===== src/rtl/fetch_ctrl_if.sv =====
// fetch_ctrl_if: hazard, D-stage redirect, instruction-memory and F/D signals of the fetch stage
interface fetch_ctrl_if;
    logic        stall;
    logic        npc_redirect;
    logic [31:0] npc_target;
    logic        im_req;
    logic [31:0] im_addr;
    logic        im_ack;
    logic [31:0] im_rdata;
    logic [31:0] F_PC;
    logic [31:0] F_instr;
    logic        F_valid;

    modport master (
        input  stall, npc_redirect, npc_target, im_ack, im_rdata,
        output im_req, im_addr, F_PC, F_instr, F_valid
    );

    modport slave (
        output stall, npc_redirect, npc_target, im_ack, im_rdata,
        input  im_req, im_addr, F_PC, F_instr, F_valid
    );
endinterface


===== src/rtl/fetch_ctrl.sv =====
// fetch_ctrl: F-stage PC sequencer with memory handshake, stall buffering and deferred redirects
module fetch_ctrl #(
    parameter logic [31:0] RESET_PC = 32'h0000_3000
) (
    input logic          clk,
    input logic          reset,
    fetch_ctrl_if.master bus
);
    typedef enum logic {REQ, HOLD} state_t;

    state_t      state_q, state_d;
    logic [31:0] pc_q, pc_d;
    logic [31:0] buf_q, buf_d;
    logic        pend_q, pend_d;
    logic [31:0] tgt_q, tgt_d;
    logic        valid;
    logic        consume;

    assign valid        = (state_q == REQ) ? bus.im_ack : 1'b1;
    assign consume      = valid & ~bus.stall;
    assign bus.im_req   = (state_q == REQ);
    assign bus.im_addr  = pc_q;
    assign bus.F_PC     = pc_q;
    assign bus.F_valid  = valid;
    assign bus.F_instr  = (state_q == REQ) ? bus.im_rdata : buf_q;

    // next PC selection, stall buffering and deferral of a redirect whose delay slot is still in flight
    always_comb begin
        state_d = state_q;
        pc_d    = pc_q;
        buf_d   = buf_q;
        pend_d  = pend_q;
        tgt_d   = tgt_q;
        if (consume) begin
            state_d = REQ;
            pend_d  = 1'b0;
            pc_d    = pend_q ? tgt_q : bus.npc_redirect ? bus.npc_target : pc_q + 32'd4;
        end else if (state_q == REQ && bus.im_ack && bus.stall) begin
            buf_d   = bus.im_rdata;
            state_d = HOLD;
        end else if (state_q == REQ && !bus.im_ack && !bus.stall && bus.npc_redirect && !pend_q) begin
            pend_d  = 1'b1;
            tgt_d   = bus.npc_target;
        end
    end

    // state registers; reset abandons any outstanding fetch, buffered word or pending redirect
    always_ff @(posedge clk) begin
        if (!reset) begin
            state_q <= REQ;
            pc_q    <= RESET_PC;
            buf_q   <= '0;
            pend_q  <= 1'b0;
            tgt_q   <= '0;
        end else begin
            state_q <= state_d;
            pc_q    <= pc_d;
            buf_q   <= buf_d;
            pend_q  <= pend_d;
            tgt_q   <= tgt_d;
        end
    end
endmodule

===== src/flat_wrapper.sv =====
// flat-port wrapper written by rule: the top's interface ports become plain ports
module fetch_ctrl_flat 
#(
    parameter logic [31:0] RESET_PC = 32'h0000_3000
)
  (clk, reset, bus_stall, bus_npc_redirect, bus_npc_target, bus_im_ack, bus_im_rdata, bus_im_req, bus_im_addr, bus_F_PC, bus_F_instr, bus_F_valid);
  fetch_ctrl_if bus_i ();
  input logic clk;
  input logic reset;
  input wire logic [$bits(bus_i.stall)-1:0] bus_stall;
  input wire logic [$bits(bus_i.npc_redirect)-1:0] bus_npc_redirect;
  input wire logic [$bits(bus_i.npc_target)-1:0] bus_npc_target;
  input wire logic [$bits(bus_i.im_ack)-1:0] bus_im_ack;
  input wire logic [$bits(bus_i.im_rdata)-1:0] bus_im_rdata;
  output wire logic [$bits(bus_i.im_req)-1:0] bus_im_req;
  output wire logic [$bits(bus_i.im_addr)-1:0] bus_im_addr;
  output wire logic [$bits(bus_i.F_PC)-1:0] bus_F_PC;
  output wire logic [$bits(bus_i.F_instr)-1:0] bus_F_instr;
  output wire logic [$bits(bus_i.F_valid)-1:0] bus_F_valid;
  assign bus_i.stall = bus_stall;
  assign bus_i.npc_redirect = bus_npc_redirect;
  assign bus_i.npc_target = bus_npc_target;
  assign bus_i.im_ack = bus_im_ack;
  assign bus_i.im_rdata = bus_im_rdata;
  assign bus_im_req = bus_i.im_req;
  assign bus_im_addr = bus_i.im_addr;
  assign bus_F_PC = bus_i.F_PC;
  assign bus_F_instr = bus_i.F_instr;
  assign bus_F_valid = bus_i.F_valid;
  fetch_ctrl #(.RESET_PC(RESET_PC)) u_core (.clk(clk), .reset(reset), .bus(bus_i));
endmodule

===== config.mk =====
export PLATFORM = sky130hd
export DESIGN_NAME = fetch_ctrl_flat
export DESIGN_NICKNAME = d
export VERILOG_FILES = /design/src/rtl/fetch_ctrl_if.sv /design/src/rtl/fetch_ctrl.sv /design/src/flat_wrapper.sv
export SDC_FILE = /design/constraint.sdc
export NUM_CORES = 1
export LEC_CHECK = 0
export CAP_MARGIN = 10
export CORE_MARGIN = 2
export CORE_UTILIZATION = 51
export DETAILED_ROUTE_END_ITERATION = 8
export MAX_ROUTING_LAYER = met4
export PLACE_DENSITY = 0.87
export SYNTH_ARGS = -nofsm -noshare
export SYNTH_HDL_FRONTEND = slang
export SYNTH_SLANG_ARGS = --single-unit
export TNS_END_PERCENT = 20

===== constraint.sdc =====
create_clock -name clk -period 5.4 [get_ports clk]
set_input_delay 1.08 -clock clk [delete_from_list [all_inputs] [get_ports clk]]
set_output_delay 1.08 -clock clk [all_outputs]
set_load 0.05 [all_outputs]

==> results of run 1 <==
power breakdown:
| part | switching [W] | leakage [nW] | internal (W) |
|---|---|---|---|
| clock | 0.000260 | 0.103 | 0.000274 |
| sequential | 0.0000386 | 0.799 | 0.000757 |
| combinational | 0.000316 | 1.59 | 0.000190 |
cell type report:
cell class | count | area (µm²)
Fill cell | 815 | 3254
Clock inverter | 4 | 75.07
Multi-Input combinational cell | 487 | 2778
Timing Repair Buffer | 175 | 1729
Clock buffer | 12 | 145.1
Inverter | 19 | 71.32
Tap cell | 136 | 170.2
Sequential cell | 98 | 1962
flip-flops by register name (all words and copies together), names as in the netlist:
name,cells
u_core.tgt_q,32
u_core.state_q,1
u_core.bus.F_PC,32
u_core.buf_q,32
u_core.pend_q,1
metal layers:
layer | global-route usage | vias to the layer above | wire length, µm
met4 | 0.1250 | 0 | 325
met2 | 0.4456 | 272 | 7324
met1 | 0.3349 | 2504 | 6161
li1 | - | 2547 | -
met3 | 0.04391 | 41 | 1334
met5 | - | - | 0
cells in the final DEF (no fill, tap or decap), types with 14 or more instances in the layout:
cell,n
nand2_1,161
o2bb2ai_1,14
clkdlybuf4s50_1,166
nor2_1,42
dfxtp_1,98
inv_1,18
o21ai_0,23
a21oi_1,88
mux2_2,32
through the flow:
step | total power [W] | hold WS, ns
floorplan | 0.001147 | 0.4312
global placement | 0.001302 | 0.4383
detailed placement | 0.001315 | 0.4455
CTS | 0.001839 | 0.4595
global route | 0.001904 | 0.4718
finish | 0.001837 | 0.4546
how the worst max path moves through the flow:
stage	start	end	slack, ns	depth (start not counted)
3_3_place_gp	bus_im_ack	bus_F_valid	1.69	3
2_1_floorplan	bus_im_rdata[0]	bus_F_instr[0]	2.87	1
6_report	bus_im_ack	bus_F_valid	1.66	3
4_1_cts	bus_im_ack	bus_F_valid	1.67	3
3_5_place_dp	bus_im_ack	bus_F_valid	1.68	3
5_1_grt	bus_im_ack	bus_F_valid	1.62	3
worst max-delay path, delay by kind of cell:
family	cells	cell delay, ns
buffers and inverters	2	1.39
and+or+nand+nor	1	0.18
kinds of logic (layout without fill, tap and decap cells):
logic type,count (synthesis),count (layout)
fa+ha+maj,1,1
compound gates,188,188
flops,98,98
xor+xnor,1,1
mux,37,37
buf+inv,98,210
simple gates,260,260
==> reports/qor.yml, run 1 <==
run_status: "finished, final reports clean"
yosysMostFrequentCell: "nand2_1"
place_area_um2: 6710
synth_cells: 683
ys_seq_area_frac: 0.3721
slowest_stage: "clkdlybuf4s50_1"
synth_top_cell_by_area: "dfxtp_1"
hp-start: "u_core.buf_q[24]$_SDFFE_PN0P_"
dp.cells: 915
power_density_nw_per_um2: 265.0
first_iter_violations: 402
first_pass_iters: 5
ctsResizeCount: 0
period_share: 0.6917
yosys.area_share.simple: 0.2252
antenna_found_initial: 0
synth_edf_count: 0
hold_viol: 0
fin_util: 0.6805
area_growth_pct: 31.44
vias: 5364
hold_path_class: "flop to flop"
synth_warnings: 0
grt_pass1_vias: 5101
maxClockFrequency_mhz: 267.7
finalSetupTns_ns: 0
stdcell_count: 931
die_y_um: 105.7
cts_hold_buf: 0
synthAdderAreaFrac: 0.002373
cts_root_buf: "clkbuf_8"
setup_ws_ns: 1.665
synth_flop_cell: "dfxtp_1"
rows: 37
cts_made_buffers: 9
clock_skew_ns: 0.01714
dp_hpwl_mm: 10.36
clock_latency_ns: 0.37
ys_types: 62
hold_depth: 2
synth_nets: 753
antenna_cells: 0
synth_compound_area_frac: 0.2181
drc: 0
peakVddDrop_uv: 152.8
clkSinkCount: 98
crit_path_start_kind: "primary input"
layout-drive-gt1-share: 0.09182
nNetsFinal: 860
slowest_delay_ns: 0.84
syn-cell-area_um2: 5273
max_slew.worst_pin.slew_ns: 1.289
pre_cts_slack_ns: 1.680
numPortBuffers: 166
coreArea_um2: 10180
cts_max_level: 3
path_cells: "clkdlybuf4s50_1, or2_4, clkdlybuf4s50_1"
synth_top_area_share: 0.3721
track_usage: 0.2740
cp.arrival_ns: 2.66
place_congestion: 0.8429
ys_ff_latch: 98
async_flop_share: 0
p_leak_nw: 2.491
synthTopCellsByCount: "nand2_1, dfxtp_1, a21oi_1"
hold_path_end: "u_core.buf_q[24]$_SDFFE_PN0P_"
grt_pass1_wl_mm: 24.22
cts_max_path_buffers: 2
grt_start_max_net_pins: 72
ant_nets: 0
postCtsSetupRepairBufs: 0
worstPathRequired_ns: 4.32
vias_per_cell: 5.762
die-area_um2: 11170
crit_top_cell: "clkdlybuf4s50_1"
r2r-start: "u_core.pend_q$_SDFFE_PP0P_"
cts_tree: "built"
endpoint_kind: "output port"
stdcell_area_um2: 6930
io_pins: 167
reg2reg_slack_ns: 2.71
clk_pin_slew_ns: 0.08
relSlewSlack: 0.1407
die_w_um: 105.7
initial_core_util: 0.5177
crit_type: "primary input to output port"
fin_crit_ns: 3.735
synth_area_leaders: "dfxtp_1, nand2_1, a21oi_1"
drt-total-wl_mm: 15.15
synth_mux_area_frac: 0.07784
maxCapViolCount: 0
slew_violations: 0
r2r_cells: 4
syn_area_per_cell_um2: 7.720
gr-total-overflow: 0
synth_top_family_by_area: "simple AND/OR/NAND/NOR gates"
r2r_end: "u_core.tgt_q[9]$_SDFFE_PN0P_"
setup_violations: 0
wire_per_inst_um: 16.27
rsz0062_at_grt: "no"
synthXorXnorAreaFrac: 0.001661
cp_max_fo: 5
Power figures use the tool's default switching activity.
==> run 2: changes to the inputs <==
--- a/config.mk
+++ b/config.mk
@@ -7,10 +7,10 @@
 export LEC_CHECK = 0
 export CAP_MARGIN = 10
 export CORE_MARGIN = 2
-export CORE_UTILIZATION = 51
+export CORE_UTILIZATION = 42
 export DETAILED_ROUTE_END_ITERATION = 8
 export MAX_ROUTING_LAYER = met4
-export PLACE_DENSITY = 0.87
+export PLACE_DENSITY = 0.76
 export SYNTH_ARGS = -nofsm -noshare
 export SYNTH_HDL_FRONTEND = slang
 export SYNTH_SLANG_ARGS = --single-unit
==> constraint.sdc (replaced) <==
create_clock -name clk -period 3.2 [get_ports clk]
set_input_delay 0.64 -clock clk [delete_from_list [all_inputs] [get_ports clk]]
set_output_delay 0.64 -clock clk [all_outputs]
set_load 0.05 [all_outputs]
==> reports/qor.yml, run 2 (synthesized netlist as in run 1, its figures left out) <==
dp_hpwl_mm: 11.14  # +7.5%
path_cells: "buf_4, mux2_2, buf_4"
die_y_um: 116.0  # +9.8%
drt-total-wl_mm: 15.81  # +4.4%
clk_pin_slew_ns: 0.06  # -0.02 ns
layout_common_cells: "nand2_1, clkdlybuf4s50_1, dfxtp_1"
ant_nets: 0  # unchanged
slew_violations: 0  # unchanged
slowest_delay_ns: 0.57  # -0.27 ns
postCtsSetupRepairBufs: 0  # unchanged
slowest_stage: "dfxtp_1"
peakVddDrop_uv: 329.8  # +120%
first_pass_iters: 5  # unchanged
place_area_um2: 6728  # +0.26%
combPwrFrac: 0.258  # -0.018
p_leak_nw: 2.603  # +4.5%
cp_max_fo: 28  # +23
share_seq_of_total_power: 0.409  # -0.024
vias_per_cell: 5.505  # -4.5%
cts_tree: "built"
cts_hold_buf: 0  # unchanged
p_clk_frac: 0.333  # +0.042
maxCapViolCount: 0  # unchanged
gr-total-overflow: 0  # unchanged
io_pins: 167  # unchanged
first_iter_violations: 342  # -15%
fin_util: 0.5801  # -0.1004
setup_violations: 0  # unchanged
power.share.switching: 0.3247  # -0.01013
nFillCells: 1112  # +36%
period_share: 0.8032
antenna_found_initial: 0  # unchanged
r2r_cells: 5  # +1
worstPathRequired_ns: 2.56  # -1.76 ns
r2r-start: "u_core.bus.F_PC[4]$_SDFFE_PN0P_"
hold_viol: 0  # unchanged
grt_start_max_net_pins: 37  # -49%
numPortBuffers: 166  # unchanged
antenna_cells: 0  # unchanged
cts_made_buffers: 9  # unchanged
clock_skew_ns: 0.008521  # -0.008617 ns
ctsResizeCount: 0  # unchanged
grt_pass1_vias: 5017  # -1.6%
endpoint_kind: "output port"
cp.arrival_ns: 1.93  # -0.73 ns
max_slew.worst_pin.slew_ns: 0.9857  # -0.3032 ns
layout-drive-gt1-share: 0.1420  # +0.05014
hp-start: "u_core.buf_q[14]$_SDFFE_PN0P_"
place_congestion: 0.8570  # +1.7%
hold_path_class: "flop to flop"
rsz0062_at_grt: "no"
wire_per_inst_um: 16.28  # about the same
rows: 40  # +8.1%
crit_start: "u_core.state_q$_SDFFE_PP0P_"
power_density_nw_per_um2: 468.4  # +77%
cts_max_path_buffers: 2  # unchanged
cts_max_level: 3  # unchanged
coreArea_um2: 12110  # +19%
stdcell_area_um2: 7025  # +1.4%
clock_latency_ns: 0.34  # -0.03 ns
drc: 0  # unchanged
relSlewSlack: 0.3404  # +0.1997
fin_crit_ns: 2.570
maxClockFrequency_mhz: 389.1
hold_depth: 2  # unchanged
die_w_um: 116.0  # +9.8%
crit_type: "flop to output port"
track_usage: 0.2423  # -0.03175
cp.depth: 3  # unchanged
vias: 5345  # -0.35%
path_delay_family: "buffers and inverters"
finalSetupTns_ns: 0  # unchanged
area_growth_pct: 33.25
path_buf_inv: 2  # unchanged
crit_path_start_kind: "flop"
nNetsFinal: 868  # +0.93%
cts_root_buf: "clkbuf_16"
grt_pass1_wl_mm: 25.20  # +4.0%
crit_top_cell: "buf_4"
clkSinkCount: 98  # unchanged
p_switching_w: 0.001068  # +74%
die-area_um2: 13470  # +21%
final_common_cell: "nand2_1"
run_status: "finished, final reports clean"
internal_power_w: 0.002222  # +82%
initial_core_util: 0.4353  # -0.08236
## run 2: cell count changes in the layout (fill, tap and decap cells not counted), sizes merged
cell           previous run  this run
buf                       9        50
bufinv                    2         1
clkdlybuf4s50           166       133
clkinv                    0         2
clkinvlp                  2         1
## run 2: power groups by stage
stage                     registers, W  logic, W  clock network, W
after detailed placement       0.00137  0.000846                 0
after CTS                      0.00135  0.000849           0.00111
after global placement         0.00137  0.000837                 0
after global routing           0.00135  0.000896           0.00117
final                          0.00135  0.000848           0.00110
after floorplan                0.00144  0.000492                 0
## run 2: final timing paths
check	end	slack (ns)
setup / recovery	bus_F_instr[14]	0.63
hold / removal	u_core.buf_q[14]$_SDFFE_PN0P_	0.45
setup reg to reg	u_core.bus.F_PC[31]$_SDFFE_PN0P_	1.08
hold reg to reg	u_core.buf_q[14]$_SDFFE_PN0P_	0.45
## run 2: cell type report
type | count | area [µm²] | share of cell area
repair buffers | 183 | 1707 | 0.2429
well taps | 168 | 210.2 | 0.02992
inverters | 19 | 71.32 | 0.01015
clock inverters | 4 | 51.30 | 0.007302
flip-flops and latches | 98 | 1962 | 0.2793
multi-input cells | 487 | 2778 | 0.3954
clock buffers | 12 | 246.5 | 0.03508
## run 2: routing by layer
metal  global-route usage  up-vias  wire length, µm
li1                     -     2562                -
met1               0.3085     2500             6585
met2               0.3961      263             7665
met3              0.03818       20             1334
met4              0.07619        0              222
met5                    -        -                0
## run 2: metrics by stage
step                instances  worst slack [ns]  total power (W)  hold WS [ns]
global placement          955            0.5738         0.002205        0.4383
CTS                       971            0.5561         0.003308        0.4552
floorplan                 683             1.026         0.001935        0.4312
finish                    971            0.6298         0.003291        0.4539
global route              971            0.5064         0.003418        0.4682
detailed placement        955            0.5505         0.002219        0.4466
## run 2: tightest hold or removal path: cells and delay by family (launching register included)
| family | cells | cell delay (ns) |
|---|---|---|
| compound gates | 1 | 0.05 |
| flops | 1 | 0.31 |
| simple gates | 1 | 0.05 |
